`src/rtl/efuse_rd_ctrl_if.sv`:
```
// APB slave bundle for the eFuse read sequencer.
// The master modport is the fabric side; the slave modport is efuse_rd_ctrl.
interface efuse_rd_ctrl_if #(
    parameter int ADDR_W = 8,
    parameter int DATA_W = 8
) ();
    logic              psel;
    logic              penable;
    logic              pwrite;
    logic [ADDR_W-1:0] paddr;
    logic [DATA_W-1:0] pwdata;
    logic [DATA_W-1:0] prdata;
    logic              pready;
    logic              pslverr;

    modport master (
        output psel, penable, pwrite, paddr, pwdata,
        input  prdata, pready, pslverr
    );

    modport slave (
        input  psel, penable, pwrite, paddr, pwdata,
        output prdata, pready, pslverr
    );
endinterface

```
`src/rtl/efuse_rd_ctrl.sv`:
```
// APB-programmable eFuse read sequencer: takes a word address and START,
// runs the csb/strobe timing on the macro and captures the returned word.
module efuse_rd_ctrl #(
    parameter int EFUSE_BIT      = 1024,
    parameter int APB_ADDR_WIDTH = 8,
    parameter int APB_DATA_WIDTH = 8,
    parameter int SETUP_CYC      = 2,
    parameter int STRB_CYC       = 4,
    localparam int NWORD         = EFUSE_BIT / APB_DATA_WIDTH,
    localparam int EADDR_W       = $clog2(NWORD)
) (
    input  logic                      clk,
    input  logic                      rstn,
    efuse_rd_ctrl_if.slave            apb,
    output logic                      efuse_csb,
    output logic                      efuse_strobe,
    output logic [EADDR_W-1:0]        efuse_addr,
    input  logic [APB_DATA_WIDTH-1:0] efuse_dout,
    output logic                      irq
);

    localparam int CNT_MAX = (SETUP_CYC > STRB_CYC) ? SETUP_CYC : STRB_CYC;
    localparam int CNT_W   = (CNT_MAX > 1) ? $clog2(CNT_MAX) : 1;

    localparam logic [CNT_W-1:0] SETUP_LOAD = CNT_W'(SETUP_CYC - 1);
    localparam logic [CNT_W-1:0] STRB_LOAD  = CNT_W'(STRB_CYC - 1);

    localparam logic [APB_ADDR_WIDTH-1:0] REG_CTRL   = APB_ADDR_WIDTH'(0);
    localparam logic [APB_ADDR_WIDTH-1:0] REG_ADDR   = APB_ADDR_WIDTH'(1);
    localparam logic [APB_ADDR_WIDTH-1:0] REG_STATUS = APB_ADDR_WIDTH'(2);
    localparam logic [APB_ADDR_WIDTH-1:0] REG_RDATA  = APB_ADDR_WIDTH'(3);

    localparam logic [APB_DATA_WIDTH:0] NWORD_LIM = (APB_DATA_WIDTH + 1)'(NWORD);

    typedef enum logic [1:0] {
        ST_IDLE,
        ST_SETUP,
        ST_STROBE,
        ST_CAPT
    } state_e;

    state_e                    state_q, state_d;
    logic [CNT_W-1:0]          cnt_q, cnt_d;
    logic [APB_DATA_WIDTH-1:0] addr_q, addr_d;
    logic [APB_DATA_WIDTH-1:0] rdata_q, rdata_d;
    logic                      done_q, done_d;
    logic                      err_q, err_d;
    logic [EADDR_W-1:0]        eaddr_q, eaddr_d;
    logic                      csb_q, csb_d;
    logic                      strobe_q, strobe_d;

    logic access;
    logic wr_access;
    logic sel_ctrl;
    logic sel_addr;
    logic sel_status;
    logic sel_rdata;
    logic sel_bad;
    logic busy;
    logic addr_ok;
    logic start_req;
    logic start_go;
    logic start_oor;
    logic addr_wr_ok;

    assign access     = apb.psel & apb.penable;
    assign wr_access  = access & apb.pwrite;
    assign sel_ctrl   = (apb.paddr == REG_CTRL);
    assign sel_addr   = (apb.paddr == REG_ADDR);
    assign sel_status = (apb.paddr == REG_STATUS);
    assign sel_rdata  = (apb.paddr == REG_RDATA);
    assign sel_bad    = ~(sel_ctrl | sel_addr | sel_status | sel_rdata);

    assign busy       = (state_q != ST_IDLE);
    assign addr_ok    = ({1'b0, addr_q} < NWORD_LIM);
    assign start_req  = wr_access & sel_ctrl & apb.pwdata[0];
    assign start_go   = start_req & ~busy & addr_ok;
    assign start_oor  = start_req & ~busy & ~addr_ok;
    assign addr_wr_ok = wr_access & sel_addr & ~busy;

    // Rejected accesses: unmapped address, START while busy or out of range,
    // and ADDR writes that would disturb an in-flight read.
    assign apb.pslverr = access & (sel_bad
                                   | (start_req & (busy | ~addr_ok))
                                   | (wr_access & sel_addr & busy));
    assign apb.pready  = 1'b1;

    always_comb begin
        apb.prdata = '0;
        case (apb.paddr)
            REG_ADDR:   apb.prdata = addr_q;
            REG_STATUS: apb.prdata = {{(APB_DATA_WIDTH-3){1'b0}}, err_q, done_q, busy};
            REG_RDATA:  apb.prdata = rdata_q;
            default:    apb.prdata = '0;
        endcase
    end

    always_comb begin
        state_d  = state_q;
        cnt_d    = cnt_q;
        addr_d   = addr_q;
        rdata_d  = rdata_q;
        done_d   = done_q;
        err_d    = err_q;
        eaddr_d  = eaddr_q;

        if (addr_wr_ok) begin
            addr_d = apb.pwdata;
        end

        case (state_q)
            ST_IDLE: begin
                if (start_go) begin
                    state_d = ST_SETUP;
                    cnt_d   = SETUP_LOAD;
                    eaddr_d = addr_q[EADDR_W-1:0];
                end
            end
            ST_SETUP: begin
                if (cnt_q == '0) begin
                    state_d = ST_STROBE;
                    cnt_d   = STRB_LOAD;
                end else begin
                    cnt_d = cnt_q - CNT_W'(1);
                end
            end
            ST_STROBE: begin
                if (cnt_q == '0) begin
                    state_d = ST_CAPT;
                end else begin
                    cnt_d = cnt_q - CNT_W'(1);
                end
            end
            ST_CAPT: begin
                state_d = ST_IDLE;
                rdata_d = efuse_dout;
            end
            default: begin
                state_d = ST_IDLE;
            end
        endcase

        // Clear first so a hardware set in the same cycle takes priority.
        if (wr_access & sel_status & apb.pwdata[1]) begin
            done_d = 1'b0;
        end
        if (wr_access & sel_status & apb.pwdata[2]) begin
            err_d = 1'b0;
        end
        if (state_q == ST_CAPT) begin
            done_d = 1'b1;
        end
        if (start_oor) begin
            err_d = 1'b1;
        end

        csb_d    = (state_d == ST_IDLE);
        strobe_d = (state_d == ST_STROBE);
    end

    always_ff @(posedge clk or negedge rstn) begin
        if (!rstn) begin
            state_q  <= ST_IDLE;
            cnt_q    <= '0;
            addr_q   <= '0;
            rdata_q  <= '0;
            done_q   <= 1'b0;
            err_q    <= 1'b0;
            eaddr_q  <= '0;
            csb_q    <= 1'b1;
            strobe_q <= 1'b0;
        end else begin
            state_q  <= state_d;
            cnt_q    <= cnt_d;
            addr_q   <= addr_d;
            rdata_q  <= rdata_d;
            done_q   <= done_d;
            err_q    <= err_d;
            eaddr_q  <= eaddr_d;
            csb_q    <= csb_d;
            strobe_q <= strobe_d;
        end
    end

    assign efuse_csb    = csb_q;
    assign efuse_strobe = strobe_q;
    assign efuse_addr   = eaddr_q;
    assign irq          = done_q;

endmodule

```
`src/flat_wrapper.sv`:
```
// flat-port wrapper written by rule: the top's interface ports become plain ports
module efuse_rd_ctrl_flat 
#(
    parameter int EFUSE_BIT      = 1024,
    parameter int APB_ADDR_WIDTH = 8,
    parameter int APB_DATA_WIDTH = 8,
    parameter int SETUP_CYC      = 2,
    parameter int STRB_CYC       = 4,
    localparam int NWORD         = EFUSE_BIT / APB_DATA_WIDTH,
    localparam int EADDR_W       = $clog2(NWORD)
)
  (clk, rstn, efuse_csb, efuse_strobe, efuse_addr, efuse_dout, irq, apb_psel, apb_penable, apb_pwrite, apb_paddr, apb_pwdata, apb_prdata, apb_pready, apb_pslverr);
  efuse_rd_ctrl_if #(.ADDR_W(8), .DATA_W(8)) apb_i ();
  input  logic clk;
  input  logic rstn;
  output logic efuse_csb;
  output logic efuse_strobe;
  output logic [EADDR_W-1:0] efuse_addr;
  input  logic [APB_DATA_WIDTH-1:0] efuse_dout;
  output logic irq;
  input wire logic [$bits(apb_i.psel)-1:0] apb_psel;
  input wire logic [$bits(apb_i.penable)-1:0] apb_penable;
  input wire logic [$bits(apb_i.pwrite)-1:0] apb_pwrite;
  input wire logic [$bits(apb_i.paddr)-1:0] apb_paddr;
  input wire logic [$bits(apb_i.pwdata)-1:0] apb_pwdata;
  output wire logic [$bits(apb_i.prdata)-1:0] apb_prdata;
  output wire logic [$bits(apb_i.pready)-1:0] apb_pready;
  output wire logic [$bits(apb_i.pslverr)-1:0] apb_pslverr;
  assign apb_i.psel = apb_psel;
  assign apb_i.penable = apb_penable;
  assign apb_i.pwrite = apb_pwrite;
  assign apb_i.paddr = apb_paddr;
  assign apb_i.pwdata = apb_pwdata;
  assign apb_prdata = apb_i.prdata;
  assign apb_pready = apb_i.pready;
  assign apb_pslverr = apb_i.pslverr;
  efuse_rd_ctrl #(.EFUSE_BIT(EFUSE_BIT), .APB_ADDR_WIDTH(APB_ADDR_WIDTH), .APB_DATA_WIDTH(APB_DATA_WIDTH), .SETUP_CYC(SETUP_CYC), .STRB_CYC(STRB_CYC)) u_core (.clk(clk), .rstn(rstn), .apb(apb_i), .efuse_csb(efuse_csb), .efuse_strobe(efuse_strobe), .efuse_addr(efuse_addr), .efuse_dout(efuse_dout), .irq(irq));
endmodule
```
`config.mk`:
```
export PLATFORM = sky130hd
export DESIGN_NAME = efuse_rd_ctrl_flat
export DESIGN_NICKNAME = d
export VERILOG_FILES = /design/src/rtl/efuse_rd_ctrl_if.sv /design/src/rtl/efuse_rd_ctrl.sv /design/src/flat_wrapper.sv
export SDC_FILE = /design/constraint.sdc
export NUM_CORES = 1
export LEC_CHECK = 0
export CORE_UTILIZATION = 46
export DETAILED_ROUTE_END_ITERATION = 10
export GPL_TIMING_DRIVEN = 1
export PLACE_DENSITY = 0.9
export SLEW_MARGIN = 20
export SYNTH_ARGS = -nofsm -noshare
export SYNTH_HDL_FRONTEND = slang
export SYNTH_SLANG_ARGS = --single-unit
```
`constraint.sdc`:
```
create_clock -name clk -period 2.1 [get_ports clk]
set_clock_uncertainty 0.15 [all_clocks]
set_input_delay 0.315 -clock clk [delete_from_list [all_inputs] [get_ports clk]]
set_output_delay 0.315 -clock clk [all_outputs]
set_load 0.02 [all_outputs]
```
---- Word level (Yosys, flattened, before mapping) ----
Cells that the tools add are included.
storage, ports and cells
  flip-flop bits (word level) ............. 31
  input bits .............................. 29
  output and inout bits ................... 20
  logic and storage cells ................. 67
cells by class
  add/sub/neg operators ................... 1
  order comparisons ....................... 1
  equality and inequality tests ........... 9
  multiplexer cells ....................... 13
  bitwise logic cells ..................... 24
  reductions and logical operators ........ 10
operators by type and width
  operator                                               count
  one-hot mux 8 bit (3 select lines)                     1
  equality test 8 x 2 -> 1 bit, second input constant    2
  bitwise AND 1 bit                                      15
  two-way mux 2 bit                                      6
  equality test 8 x 1 -> 1 bit, second input constant    1
  logical NOT 8 bit                                      1
  less-than comparator 8 bit, second input constant      1
  one-hot mux 2 bit (4 select lines)                     1
  equality test 2 bit, second input constant             3
  logical NOT 2 bit                                      3
  bitwise OR 1 bit                                       6
  one-hot mux 2 bit (3 select lines)                     1
  nonzero test 2 bit                                     3
  two-way mux 1 bit                                      4
  NOT 1 bit                                              3
  AND reduction 3 bit                                    1
  nonzero test 3 bit                                     1
  equality test 2 x 1 -> 1 bit, second input constant    1
  inequality test 2 x 1 -> 1 bit, second input constant  1
  inequality test 2 bit, second input constant           1
  AND reduction 2 bit                                    1
  subtractor 2 x 1 -> 2 bit, second input constant       1

---- Depth between registers and ports, before layout ----
  word-level depth ........................ 9
  gate-level depth with buffers ........... 6
  gate-level depth less buffers ........... 6

---- Worst setup path after synthesis ----
OpenSTA, ideal clock, no wires.
  path type ............................... input-to-reg
  start point ............................. input apb_paddr[3]
  end point ............................... register u_core.addr_q[0]
  setup time .............................. 0.125 ns
  data arrival time ....................... 1.665 ns
  data required time ...................... 1.825 ns
  path slack .............................. 0.160 ns
  stages on the path ...................... 5
  path buffers ............................ 1
  cells stage by stage .................... nor4_4 -> nand3_2 -> or3_1 -> buf_6 -> mux2_4
on the way
  longest elaborated chain between the ends .. 3
RTL lines
  element                          RTL line              text
  from (decl)                      flat_wrapper.sv:24    input wire logic [$bits(apb_i.paddr)-1:0] apb_paddr;
  equality test 8 x 1 -> 1 bit     efuse_rd_ctrl.sv:69   assign sel_addr = (apb.paddr == REG_ADDR);
  bitwise AND 1 bit (2 in series)  efuse_rd_ctrl.sv:79   assign addr_wr_ok = wr_access & sel_addr & ~busy;
  to (signal assigned)             efuse_rd_ctrl.sv:175  addr_q <= addr_d;
  to (decl)                        efuse_rd_ctrl.sv:44   logic [APB_DATA_WIDTH-1:0] addr_q, addr_d;
Every way passes these cells.
A chain may end at the register's enable or synchronous reset.

---- Final worst setup path ----
  start point ............................. register u_core.state_q[0]
  end point ............................... output apb_pslverr
on the way
  longest elaborated chain between the ends .. 6
  elaborated cells on any way between the ends .. 7
  those cells by class .................... bitwise (6); reduce/logical (1)
RTL lines
  element                 RTL line              text
  from (decl)             efuse_rd_ctrl.sv:42   state_e state_q, state_d;
  from (signal assigned)  efuse_rd_ctrl.sv:173  state_q <= state_d;
  nonzero test 2 bit (*)  efuse_rd_ctrl.sv:74   assign busy = (state_q != ST_IDLE);
  bitwise OR 1 bit        efuse_rd_ctrl.sv:84   | (start_req & (busy | ~addr_ok))
  bitwise AND 1 bit       efuse_rd_ctrl.sv:84
  bitwise OR 1 bit        efuse_rd_ctrl.sv:84
  bitwise OR 1 bit (*)    efuse_rd_ctrl.sv:85   | (wr_access & sel_addr & busy));
  bitwise AND 1 bit (*)   efuse_rd_ctrl.sv:83   assign apb.pslverr = access & (sel_bad
  to (decl)               flat_wrapper.sv:28    output wire logic [$bits(apb_i.pslverr)-1:0] apb_pslverr;
Every way passes the cells marked *; elsewhere a longest branch is shown, timed or not.

==> summary.md <==
| Metric | Value |
|---|---|
| Fillcell total | `273` |
| Sequential area share after synthesis | `47.8%` |
| Data required, critical path | `approximately 1.6 ns` |
| CTS Buffer Depth | `2` |
| CP max-delay cell | `dfrtp_1` |
| Status | `completed` |
| Final Cell Area | `2390 µm²` |
| Fin crit share | `between 90% and 100%` |
| Core box area | `approximately 3400 µm²` |
| Clock transition at path regs | `0.09 ns` |
| RSZ-0062 raised after global routing | `false` |
| # rows | `21` |
| Max_cap viols | `0` |
| DR WL/cell | `~15 µm` |
| Mapped Area | `1630 µm²` |
| Clk network pwr share | `21.4%` |
| Die height | `~60 µm` |
| DRT iter0 DRCs | `70` |
| Leading register cell type out of synthesis | `dfrtp_1` |
| Clock Sinks | `31` |
| Distinct cells, synth | `38` |
| Ys async rst share | `100%` |
| GRT Residual Overflow | `0` |
| Placer Congestion | `0.926` |
| Area used by multi-input combinational logic | `808 µm²` |
| Syn_area_per_cell | `11.9 µm²` |
| CP bufs+invs | `3` |
| Cell internal pwr | `around 1.5 mW` |
| Worst setup EP type | `output pin` |
| Static leakage | `about 1.1 nW` |
| Arrival @ worst endpoint | `1.62 ns` |
| Worst path cell trace | `inv_2 > ha_4 > inv_1 > o221ai_1 > a31oi_1 > buf_4` |
| Area grow syn2layout | `47.0%` |
| Post-layout min period | `about 2.1 ns` |
| CTS buffer count | `5` |
| Slew Limit Fails | `0` |
| Detailed Route WL | `3.94 mm` |
| Area after DPL | `2290 µm²` |
| Switch Pwr | `roughly 0.7 mW` |
| Via count | `~1.3k` |
| First-pass GRT wire length | `6.22 mm` |
| Vias/cell | `5.22` |
| Pin count of the biggest net entering global routing | `32` |
| Final core occ | `between 70% and 80%` |
| CTS tree | `yes` |
| Clock root buffer | `clkbuf_4` |
| Switching Fraction | `31.6%` |
| Drt pass-1 iters | `4` |
| Setup WS post-layout | `0.0185 ns` |
| Synth Register Bits | `31` |
| Die Area | `3770 µm²` |
| Most common cell after layout, fill and taps aside | `clkdlybuf4s50_1` |
| Hpwl dp | `2.98 mm` |
| Crit-path max cell delay | `slightly below 0.4 ns` |
| I/O pins | `49` |
| Most frequent cells in the layout | `clkdlybuf4s50_1 (33), dfrtp_1 (30), buf_4 (29), mux2_2 (17), nor2_1 (11)` |
| Max Clock Freq | `0.480 GHz` |
| Setup WS pre-CTS | `-0.461 ns` |
| Pwr per Cell Area | `903 nW/µm²` |
| Sequential share of power | `37.7%` |
| Synth Instances | `137` |
| Initial Util | `48.3%` |
| Layout Nets | `244` |
| Hold WC Path Type | `in -> async` |
| Drt drc | `0` |
| CP Class | `reg -> out` |
| Chip width | `61.4 µm` |
| CP top delay family | `flip-flops` |
| Hold Vio Cnt, Final | `0` |
| N_diodes | `0` |
| H-tree levels | `2` |
| Comb pwr share | `41.0%` |
| Vias in the first global route | `~1.4k` |
| Startpoint Class | `flop` |
| Syn Nets | `about 170` |
| Clk_lat worst skew | `roughly 0.35 ns` |
| Register area | `777 µm²` |
| Number of flops mapped to enable cells by yosys | `0` |
| Routed Antenna Nets | `0` |
| Layout cells sized above 1 | `37.4%` |
| Port bufs | `47` |
| Final Total Pwr | `2.16 mW` |
| Worst IR drop on VDD | `619 µV` |
| Gr usage total | `23.7%` |
| Final setup fails | `0` |
| Initial antenna violation count | `0` |
| Ys Warns | `0` |
| Crit-path max FO | `4` |
## layer usage
layer | vias to the layer above | wire length (µm) | track usage [%]
li1 | 635 | - | -
met1 | 652 | 1570 | 26.0
met2 | 47 | 2060 | 42.1
met3 | 8 | 249 | 5.88
met4 | 0 | 59 | 12.7
met5 | - | 0 | 0
## synth_stat cells, drive strengths merged, types with 2 or more instances
master  number  area share, %
nor2        13            3.0
mux2i        5            3.1
nand4        3            1.2
mux2        25             19
o22ai        2           0.77
inv          8            1.8
dfrtp       30             46
a31o         2            1.1
a31oi        2           0.77
buf          5            2.0
nor2b        5            1.9
a22oi        4            1.8
nand2        7            1.6
ha           5            3.8
o21ai        2           0.62
and3         2           0.85
## power by group through the flow
| stage | registers [mW] | logic [mW] | clock network (mW) |
|---|---|---|---|
| 2_1_floorplan | 0.825 | 0.462 | 0 |
| 3_3_place_gp | 0.812 | 0.770 | 0 |
| 3_5_place_dp | 0.823 | 0.825 | 0 |
| 4_1_cts | 0.810 | 0.830 | 0.463 |
| 5_1_grt | 0.826 | 0.959 | 0.489 |
| 6_report | 0.813 | 0.884 | 0.461 |
## state kept, by name (all words and copies together) (netlist names)
name,cells
u_core.addr_q,8
u_core.rdata_q,8
u_core.efuse_addr,7
u_core.cnt_q,2
u_core.state_q,2
u_core.efuse_csb,1
u_core.efuse_strobe,1
u_core.err_q,1
u_core.irq,1
## area by class of cell
cell class	instances	area share (%)
flip-flops and latches	31	32.5
clock inverters	1	1.26
well taps	46	2.41
clock buffers	7	1.89
multi-input cells	92	33.8
inverters	8	1.26
repair buffers	72	26.8
## path summary, 6_finish.rpt
kind	start	cells past startpoint	to	slack (ns)
worst min-delay path	rstn	2	u_core.rdata_q[2]	0.20
min in group clk	u_core.irq	1	u_core.irq	0.36
worst max-delay path	u_core.state_q[0]	6	apb_pslverr	0.02
worst max register to register	u_core.state_q[0]	7	u_core.cnt_q[1]	0.17
worst min register to register	u_core.irq	1	u_core.irq	0.36
max in group asynchronous	rstn	2	u_core.efuse_csb	1.29
## what timing repair did
item	4_1_cts	5_1_grt
buffers inserted	1	1
hold endpoints to repair	0	0
hold buffers	0	0
pin swaps	6	2
setup endpoints to repair	17	24
resized for setup	50	9
## stage by stage
| stage | setup TNS, ns | std cells | hold slack, ns |
|---|---|---|---|
| after detailed placement | -10.13 | 247 | 0.346 |
| final | 0 | 257 | 0.198 |
| after CTS | -0.0638 | 256 | 0.208 |
| after floorplan | 0 | 137 | -0.131 |
| after global routing | 0 | 257 | 0.241 |
| after global placement | -9.45 | 247 | 0.343 |
## kinds of logic after synthesis
kind of cell	after synthesis	share of synthesized area [%]
buffers and inverters	14	4.08
adders and majority gates	5	3.85
DFF	31	47.8
and+or+nand+nor	37	13.0
muxes	30	22.2
AOI/OAI and AO/OA	19	8.78
other	1	0.231
Note: power is estimated with default switching activity, not from simulation.
